--- src/rtl/simplerisc_pkg.sv ---
// Shared SimpleRISC definitions: NOP encoding, memory-stage FSM states, M-W register layout.
package simplerisc_pkg;

    localparam logic [31:0] NOP_INSTR = 32'h6800_0000;

    typedef enum logic [0:0] {
        IDLE = 1'b0,
        WAIT = 1'b1
    } mem_state_t;

    typedef struct packed {
        logic [31:0] pc;
        logic [31:0] alu_result;
        logic [31:0] ld_result;
        logic [31:0] instruction;
        logic        is_ld;
        logic        is_wb;
        logic        is_call;
        logic [3:0]  rd;
        logic [3:0]  ra;
    } mw_reg_t;

    // A bubble is a NOP with every other field cleared; also the M-W reset value.
    function automatic mw_reg_t mw_bubble();
        mw_reg_t b;
        b             = '0;
        b.instruction = NOP_INSTR;
        return b;
    endfunction

endpackage

--- src/rtl/memory_access_stage_if.sv ---
// Data-memory request/ready bus between the memory stage (master) and the data memory (slave).
interface memory_access_stage_if;

    logic        dmem_req;
    logic        dmem_we;
    logic [31:0] dmem_addr;
    logic [31:0] dmem_wdata;
    logic [31:0] dmem_rdata;
    logic        dmem_ready;

    modport master (
        output dmem_req, dmem_we, dmem_addr, dmem_wdata,
        input  dmem_rdata, dmem_ready
    );

    modport slave (
        input  dmem_req, dmem_we, dmem_addr, dmem_wdata,
        output dmem_rdata, dmem_ready
    );

endinterface

--- src/rtl/mem_handshake_fsm.sv ---
// IDLE/WAIT handshake controller for the memory stage; optional watchdog under MEM_TIMEOUT_EN.
module mem_handshake_fsm
    import simplerisc_pkg::*;
#(
    parameter int unsigned TIMEOUT_CYCLES = 255
) (
    input  logic clk,
    input  logic rst,
    input  logic mem_op,
    input  logic dmem_ready,
    output logic dmem_req,
    output logic mem_stall,
    output logic capture,
    output logic abort
);

    localparam logic [0:0] S_IDLE = IDLE;
    localparam logic [0:0] S_WAIT = WAIT;

    logic [0:0] state_q;
    logic [0:0] state_d;
    logic       timeout_hit;

`ifdef MEM_TIMEOUT_EN
    localparam int unsigned CNT_W = $clog2(TIMEOUT_CYCLES + 1);

    logic [CNT_W-1:0] wd_cnt_q;

    assign timeout_hit = (state_q == S_WAIT) && (wd_cnt_q == CNT_W'(TIMEOUT_CYCLES));

    // Counts completed WAIT cycles of the current access; cleared whenever we head back to IDLE.
    always_ff @(posedge clk) begin
        if (rst) begin
            wd_cnt_q <= '0;
        end else if (state_d == S_IDLE) begin
            wd_cnt_q <= '0;
        end else if (state_q == S_WAIT) begin
            wd_cnt_q <= wd_cnt_q + CNT_W'(1);
        end
    end
`else
    assign timeout_hit = 1'b0;
`endif

    always_comb begin
        // NOTE: every output is given a default first so no branch of the case can infer a latch.
        state_d   = state_q;
        dmem_req  = 1'b0;
        mem_stall = 1'b0;
        capture   = 1'b0;
        abort     = 1'b0;

        case (state_q)
            S_IDLE: begin
                dmem_req = mem_op;
                if (!mem_op || dmem_ready) begin
                    capture = 1'b1;
                end else begin
                    mem_stall = 1'b1;
                    state_d   = S_WAIT;
                end
            end
            S_WAIT: begin
                dmem_req = 1'b1;
                if (dmem_ready) begin
                    capture = 1'b1;
                    state_d = S_IDLE;
                end else if (timeout_hit) begin
                    abort   = 1'b1;
                    state_d = S_IDLE;
                end else begin
                    mem_stall = 1'b1;
                end
            end
            default: state_d = S_IDLE;
        endcase

        // Reset silences the bus and releases upstream even if reset lands mid-access.
        if (rst) begin
            dmem_req  = 1'b0;
            mem_stall = 1'b0;
            capture   = 1'b0;
            abort     = 1'b0;
        end
    end

    always_ff @(posedge clk) begin
        // NOTE: sequential state uses non-blocking assignment so every flop samples pre-edge values.
        if (rst) begin
            state_q <= S_IDLE;
        end else begin
            state_q <= state_d;
        end
    end

endmodule

--- src/rtl/memory_access_stage.sv ---
// SimpleRISC M stage: data-memory access with ready handshake, upstream stall, M-W register.
// Optional watchdog abort and sticky mem_fault enabled by defining MEM_TIMEOUT_EN.
module memory_access_stage
    import simplerisc_pkg::*;
#(
    parameter int unsigned TIMEOUT_CYCLES = 255
) (
    input  logic                  clk,
    input  logic                  rst,

    input  logic [31:0]           pc_M,
    input  logic [31:0]           alu_result_M,
    input  logic [31:0]           rd2_M,
    input  logic [31:0]           instruction_M,
    input  logic                  isLd_M,
    input  logic                  isSt_M,
    input  logic                  isWb_M,
    input  logic                  isCall_M,
    input  logic [3:0]            RD_M,
    input  logic [3:0]            ra_M,

    memory_access_stage_if.master dmem,

    output logic                  mem_stall,
    output logic [31:0]           data_M_E,
    output logic [31:0]           memory_unit_data,

    output logic [31:0]           pc_W,
    output logic [31:0]           alu_result_W,
    output logic [31:0]           ld_result_W,
    output logic [31:0]           instruction_W,
    output logic                  isLd_W,
    output logic                  isWb_W,
    output logic                  isCall_W,
    output logic [3:0]            RD_W,
    output logic [3:0]            ra_W,

    output logic                  mem_fault
);

    logic    mem_op;
    logic    req;
    logic    capture;
    logic    abort;
    mw_reg_t mw_q;

    assign mem_op = isLd_M | isSt_M;

    mem_handshake_fsm #(
        .TIMEOUT_CYCLES (TIMEOUT_CYCLES)
    ) u_fsm (
        .clk        (clk),
        .rst        (rst),
        .mem_op     (mem_op),
        .dmem_ready (dmem.dmem_ready),
        .dmem_req   (req),
        .mem_stall  (mem_stall),
        .capture    (capture),
        .abort      (abort)
    );

    // Address, direction and data are only driven while a request is outstanding.
    assign dmem.dmem_req   = req;
    assign dmem.dmem_we    = req & isSt_M;
    assign dmem.dmem_addr  = req ? alu_result_M : '0;
    assign dmem.dmem_wdata = req ? rd2_M        : '0;

    assign data_M_E = alu_result_M;

    always_ff @(posedge clk) begin
        if (rst || abort || !capture) begin
            mw_q <= mw_bubble();
        end else begin
            mw_q <= '{
                pc:          pc_M,
                alu_result:  alu_result_M,
                ld_result:   isLd_M ? dmem.dmem_rdata : 32'h0,
                instruction: instruction_M,
                is_ld:       isLd_M,
                is_wb:       isWb_M,
                is_call:     isCall_M,
                rd:          RD_M,
                ra:          ra_M
            };
        end
    end

    assign pc_W             = mw_q.pc;
    assign alu_result_W     = mw_q.alu_result;
    assign ld_result_W      = mw_q.ld_result;
    assign instruction_W    = mw_q.instruction;
    assign isLd_W           = mw_q.is_ld;
    assign isWb_W           = mw_q.is_wb;
    assign isCall_W         = mw_q.is_call;
    assign RD_W             = mw_q.rd;
    assign ra_W             = mw_q.ra;
    assign memory_unit_data = mw_q.ld_result;

`ifdef MEM_TIMEOUT_EN
    always_ff @(posedge clk) begin
        if (rst) begin
            mem_fault <= 1'b0;
        end else if (abort) begin
            mem_fault <= 1'b1;
        end
    end
`else
    assign mem_fault = 1'b0;
`endif

endmodule
--- src/flat_wrapper.sv ---
// flat-port wrapper written by rule: the top's interface ports become plain ports
module memory_access_stage_flat import simplerisc_pkg::*;
#(
    parameter int unsigned TIMEOUT_CYCLES = 255
)
  (clk, rst, pc_M, alu_result_M, rd2_M, instruction_M, isLd_M, isSt_M, isWb_M, isCall_M, RD_M, ra_M, mem_stall, data_M_E, memory_unit_data, pc_W, alu_result_W, ld_result_W, instruction_W, isLd_W, isWb_W, isCall_W, RD_W, ra_W, mem_fault, dmem_dmem_req, dmem_dmem_we, dmem_dmem_addr, dmem_dmem_wdata, dmem_dmem_rdata, dmem_dmem_ready);
  memory_access_stage_if dmem_i ();
  input  logic clk;
  input  logic rst;
  input  logic [31:0] pc_M;
  input  logic [31:0] alu_result_M;
  input  logic [31:0] rd2_M;
  input  logic [31:0] instruction_M;
  input  logic isLd_M;
  input  logic isSt_M;
  input  logic isWb_M;
  input  logic isCall_M;
  input  logic [3:0] RD_M;
  input  logic [3:0] ra_M;
  output logic mem_stall;
  output logic [31:0] data_M_E;
  output logic [31:0] memory_unit_data;
  output logic [31:0] pc_W;
  output logic [31:0] alu_result_W;
  output logic [31:0] ld_result_W;
  output logic [31:0] instruction_W;
  output logic isLd_W;
  output logic isWb_W;
  output logic isCall_W;
  output logic [3:0] RD_W;
  output logic [3:0] ra_W;
  output logic mem_fault;
  output wire logic [$bits(dmem_i.dmem_req)-1:0] dmem_dmem_req;
  output wire logic [$bits(dmem_i.dmem_we)-1:0] dmem_dmem_we;
  output wire logic [$bits(dmem_i.dmem_addr)-1:0] dmem_dmem_addr;
  output wire logic [$bits(dmem_i.dmem_wdata)-1:0] dmem_dmem_wdata;
  input wire logic [$bits(dmem_i.dmem_rdata)-1:0] dmem_dmem_rdata;
  input wire logic [$bits(dmem_i.dmem_ready)-1:0] dmem_dmem_ready;
  assign dmem_dmem_req = dmem_i.dmem_req;
  assign dmem_dmem_we = dmem_i.dmem_we;
  assign dmem_dmem_addr = dmem_i.dmem_addr;
  assign dmem_dmem_wdata = dmem_i.dmem_wdata;
  assign dmem_i.dmem_rdata = dmem_dmem_rdata;
  assign dmem_i.dmem_ready = dmem_dmem_ready;
  memory_access_stage #(.TIMEOUT_CYCLES(TIMEOUT_CYCLES)) u_core (.clk(clk), .rst(rst), .pc_M(pc_M), .alu_result_M(alu_result_M), .rd2_M(rd2_M), .instruction_M(instruction_M), .isLd_M(isLd_M), .isSt_M(isSt_M), .isWb_M(isWb_M), .isCall_M(isCall_M), .RD_M(RD_M), .ra_M(ra_M), .dmem(dmem_i), .mem_stall(mem_stall), .data_M_E(data_M_E), .memory_unit_data(memory_unit_data), .pc_W(pc_W), .alu_result_W(alu_result_W), .ld_result_W(ld_result_W), .instruction_W(instruction_W), .isLd_W(isLd_W), .isWb_W(isWb_W), .isCall_W(isCall_W), .RD_W(RD_W), .ra_W(ra_W), .mem_fault(mem_fault));
endmodule
--- config.mk ---
export PLATFORM = sky130hd
export DESIGN_NAME = memory_access_stage_flat
export DESIGN_NICKNAME = d
export VERILOG_FILES = /design/src/rtl/simplerisc_pkg.sv /design/src/rtl/memory_access_stage_if.sv /design/src/rtl/mem_handshake_fsm.sv /design/src/rtl/memory_access_stage.sv /design/src/flat_wrapper.sv
export SDC_FILE = /design/constraint.sdc
export NUM_CORES = 1
export LEC_CHECK = 0
export BUFFER_PORTS_ARGS = -buffer_cell sky130_fd_sc_hd__buf_2
export CORE_AREA = 2 2 173 175
export DETAILED_ROUTE_END_ITERATION = 12
export DIE_AREA = 0 0 175 177
export PLACE_DENSITY = 0.46
export SKIP_CTS_REPAIR_TIMING = 1
export SYNTH_ARGS = -nofsm -noshare
export SYNTH_HDL_FRONTEND = slang
export SYNTH_SLANG_ARGS = --single-unit
--- constraint.sdc ---
create_clock -name clk -period 1.8 [get_ports clk]
set_input_delay 0.36 -clock clk [delete_from_list [all_inputs] [get_ports clk]]
set_output_delay 0.36 -clock clk [all_outputs]
set_load 0.005 [all_outputs]
# Word level (Yosys, flattened, before mapping)

Index checks and enable logic that the tools add are counted.
W data, S select, Z words.

Multiplexer cells: 12
Bitwise logic cells: 4
Reduce and logical (&&, ||, !) cells: 5

Operators with widths:

| operator           | number |
|---|---|
| $mux W32           | 2 |
| $mux W1            | 7 |
| $pmux W1 S2        | 3 |
| $logic_not A1 Y1   | 2 |
| $logic_or A1 B1 Y1 | 2 |
| $not A1 Y1         | 2 |
| $reduce_or A2 Y1   | 1 |
| $and A1 B1 Y1      | 1 |
| $or A1 B1 Y1       | 1 |

Register bits after elaboration: 140
Output and inout bits: 271
Logic and storage cells: 31

# Depth between registers and ports, before layout

Depth in word-level cells: 9
Gate-level depth with buffers: 5
Depth with buffers taken out: 2

# Cells and area by module

From an unflattened synthesis, not the netlist that was laid out.

Cell total of the unflattened synthesis: 439
Area total of the unflattened synthesis: 4755.8 um^2

By module, submodules not included:

| module              | times used | cells each | area an instance (um^2) | seq. area each (um^2) |
|---|---|---|---|---|
| memory_access_stage | 1          | 432        | 4699.5                  | 2782.7 |
| mem_handshake_fsm   | 1          | 7          | 56.3                    | 20.0 |

# Worst setup path after synthesis

OpenSTA, ideal clock, no wires.

Kind: in2out
From: input port isLd_M
To: output port dmem_dmem_addr[22]
Arrival time: 1090 ps
Required time: 1440 ps
Path slack: 350 ps
Stages: 4
Path buffers: 2
Cell sequence: nor3_2 buf_2 buf_2 nor2_1

Longest elaborated chain between the ends: 4

Ends and longest elaborated chain:

| item         | RTL line                  | text |
|---|---|---|
| from (decl)  | flat_wrapper.sv:14        | `input logic isLd_M;` |
| $or A1 B1 Y1 | memory_access_stage.sv:47 | `assign mem_op = isLd_M \| isSt_M;` |
| $pmux W1 S2  | mem_handshake_fsm.sv:53   | `case (state_q)` |
| $mux W1      | mem_handshake_fsm.sv:79   | `if (rst) begin` |
| $mux W32     | memory_access_stage.sv:65 | `assign dmem.dmem_addr = req ? alu_result_M : '0;` |
| to (decl)    | flat_wrapper.sv:35        | `output wire logic [$bits(dmem_i.dmem_addr)-1:0] dmem_dmem_addr;` |

No other way between the ends.

# Worst setup path after layout

From: register u_core.u_fsm.state_q
To: output port dmem_dmem_wdata[23]

Longest elaborated chain between the ends: 4

Ends and longest elaborated chain:

| item                   | RTL line                  | text |
|---|---|---|
| from (decl)            | mem_handshake_fsm.sv:20   | `logic [0:0] state_q;` |
| from (signal assigned) | mem_handshake_fsm.sv:92   | `state_q <= state_d;` |
| $not A1 Y1             | n/a                       |  |
| $pmux W1 S2 *          | mem_handshake_fsm.sv:53   |  |
| $mux W1 *              | mem_handshake_fsm.sv:79   |  |
| $mux W32 *             | memory_access_stage.sv:66 | `assign dmem.dmem_wdata = req ? rd2_M : '0;` |
| to (decl)              | flat_wrapper.sv:36        | `output wire logic [$bits(dmem_i.dmem_wdata)-1:0] dmem_dmem_wdata;` |

Every way passes the cells marked *; elsewhere a longest branch is shown, timed or not.

==> results by group <==
STA
  • Hold WS: 134 ps
  • Upper clock frequency limit: 526 MHz
  • Final critical-path setup slack: -101 ps
  • Post-route setup TNS: -3270 ps
  • RSZ-0062 raised after global routing: true
  • Count of endpoints failing hold in the final timing report: 0
  • Pins Over Slew Limit: 0
  • Count of final setup violators: 63
  • Relative slew margins: 57.7%
  • Setup clock skew after layout: 13.7 ps
  • Post-layout minimum cycle time: 1900 ps
  • Slew at the pin closest to its max-slew limit: 634 ps
  • Share of the clock period used by the worst path: 106%

Routing
  • Count of unresolved DRC violations after routing: 0
  • Pre-Repair DR Iteration Count: 4
  • Vias after detailed routing: 5174
  • Remaining antenna violation count after routing: 0
  • Detail-routed net length per standard cell: 16.3 um
  • Detail-routed via count per cell: 3.82
  • Detailed router's first-iteration violation count: 134
  • Detailed Route WL: 22000 um

Worst setup path
  • Data arrival at the endpoint of the critical path: 1540 ps
  • Buf/Inv on CP: 3
  • CP Data Required Time: 1440 ps
  • Crit end category: primary output
  • CP Class: flip-flop to primary output
  • Cells traversed along the worst timing path: nor3_4 > buf_6 > buf_12 > nor3b_1 > buf_2
  • Worst path max stage delay: 360 ps
  • Critical path fanouts, max: 15
  • Startpoint Class: flip-flop
  • Master of the slowest instance on the critical path: dfxtp_4
  • Top cell family by delay on the critical path: buffers and inverters

Global routing
  • Sum of overflow across all layers after global routing: 0
  • Largest net degree at the start of global routing: 81
  • First-pass GRT wire length: 30500 um
  • Initial antenna violation count: 3
  • Global-route total usage across every layer: 13.3%
  • Via count of the first global-routing pass: 4973

Synthesis
  • Sequential cell area fraction in the yosys report: 49.4%
  • Syn avg cell area: 9.97 sq um
  • Yosys Warn Count: 0
  • Net count of the mapped netlist: 744
  • Synth Register Bits: 140
  • Unique masters post-synth: 19
  • Cell area after synthesis: 5670 sq um
  • Post-Syn Instances: 569

Clock network
  • Clock latency on the worst-skew pair: 420 ps
  • CTS tree: built
  • H-tree levels: 4
  • Number of clock buffers inserted by TritonCTS: 17
  • Max Root-Sink Buffers: 2
  • Clock-pin slew of the registers on the worst-case setup and hold paths: 70 ps
  • Buffer cell driving the clock tree root: clkbuf_16
  • Sinks on the clock net: 140

Status
  • Status: complete, but fails checks
  • Violated checks: setup timing

Power and ir drop
  • Areal power density over the cells: 936 nW/um^2
  • Leak Pwr: 4.32 nW
  • Internal cell power: 0.00596 W
  • Share of power burned in registers: 40.9%
  • Net load switching power: 0.00205 W
  • Sw Share: 25.6%
  • Fraction of power consumed by the clock network: 45.6%
  • Worst vdd ir: 0.545 mV
  • Combinational Power Share: 13.5%

Layout
  • Final Net Count: 1124
  • Filler Cell Count: 3162
  • Utilization after layout: 29.3%
  • Most frequent cells in the layout: 441 x buf_2, 139 x dfxtp_1, 103 x nand2b_1
  • Area growth from synthesis to final layout: 50.8%
  • Storage cell area: 2810 sq um
  • Commonest non-fill, non-tap cell in the layout: buf_2
  • Proportion of layout cells with a drive suffix above 1: 60.5%
  • Finished Layout Cells: 1353
  • Multi-input logic area: 2100 sq um

Place
  • Number of buffer cells added on primary ports: 444
  • Routability congestion estimate: 0.745
  • Instance count after placement with tap cells included: 1316
  • HPWL after DPL: 16500 um

Flow run
  • Max-capacitance violation count: 0

Floorplanning
  • Area enclosed by the die boundary: 31000 sq um
  • Initial core utilization: 19.4%
  • Height of the die: 177 um
  • Number of primary I/O pins: 446
  • Die X: 175 um
  • Placeable core area: 29200 sq um
  • Row count: 63

Worst hold path
  • Hold/Removal Path Class: input pin to flip-flop
==> registers in the layout, summed over array words and instances, names as in the netlist <==
signal and count:
u_core.alu_result_W 32, u_core.isCall_W 1, u_core.u_fsm.state_q 1, u_core.instruction_W 32, u_core.isLd_W 1, u_core.ld_result_W 32, u_core.RD_W 4, u_core.pc_W 32
u_core.ra_W 4, u_core.isWb_W 1
==> worst paths after layout <==
kind                   startpoint                  endpoint  slack [ps]  cells after the start
max          u_core.u_fsm.state_q       dmem_dmem_wdata[23]        -100                      5
min             instruction_M[29]  u_core.instruction_W[29]         130                      3
max reg2reg  u_core.u_fsm.state_q   u_core.instruction_W[7]         310                      3
min reg2reg  u_core.u_fsm.state_q  u_core.instruction_W[29]         770                      3
==> metrics by stage <==
step | cell area (sq um) | total power, W | setup WS, ps
6_report | 8560 | 0.00801 | -101
5_1_grt | 8560 | 0.00841 | -169
4_1_cts | 8440 | 0.00814 | -308
3_5_place_dp | 7840 | 0.00442 | 123
3_3_place_gp | 7840 | 0.00442 | 151
2_1_floorplan | 5670 | 0.00389 | 350
==> power by group through the flow <==
stage / Sequential [W] / Combinational (W) / Clock [W]
2_1_floorplan: 0.00337 / 0.000526 / 0
3_5_place_dp: 0.00335 / 0.00107 / 0
6_report: 0.00328 / 0.00108 / 0.00365
5_1_grt: 0.00329 / 0.00120 / 0.00393
3_3_place_gp: 0.00334 / 0.00108 / 0
4_1_cts: 0.00328 / 0.00108 / 0.00379
==> cell families (layout without fill, tap and decap cells) <==
logic type	after synthesis	after routing	share of synthesized area [%]
flip-flops	140	140	49.4
other	1	2	0.0661
AO/OA/AOI/OAI	106	106	14.0
AND/OR/NAND/NOR	208	208	22.1
buffers and inverters	114	507	14.4
==> cells in the mapped netlist (all sizes together) <==
cell	n	area share (%)
nand2b	103	11
and3b	1	0.15
dfxtp	140	49
nor3	2	0.26
clkbuf	27	1.8
nor2b	1	0.11
or3	1	0.11
conb	1	0.066
buf	86	13
o21ai	3	0.26
nor2	36	2.4
and2	32	3.5
nor3b	32	4.2
a21oi	103	14
inv	1	0.066
==> worst register-to-register path, delay by kind of cell, from the launching register on <==
kind,cells,cell delay [ps]
AOI/OAI and AO/OA,1,420
and+or+nand+nor,1,410
DFF,1,360
buffers and inverters,1,210
==> metal layers <==
metal | vias to the layer above | global-route usage, % | part of all wire [%]
met5 | - | 0 | 0.045
met4 | 2 | 3.96 | 1.2
met3 | 15 | 4.77 | 8.2
met2 | 275 | 23.7 | 51
met1 | 2348 | 15.0 | 39
li1 | 2534 | - | -
==> final cells by class <==
class,count,share of cell area (%)
Sequential cell,140,32.8
Timing Repair Buffer,474,29.9
Multi-Input combinational cell,315,24.5
Tap cell,390,5.70
Clock buffer,19,5.06
Clock inverter,13,1.93
Inverter,1,0.0731
Antenna cell,1,0.0292
(Power assumes the default switching activity.)
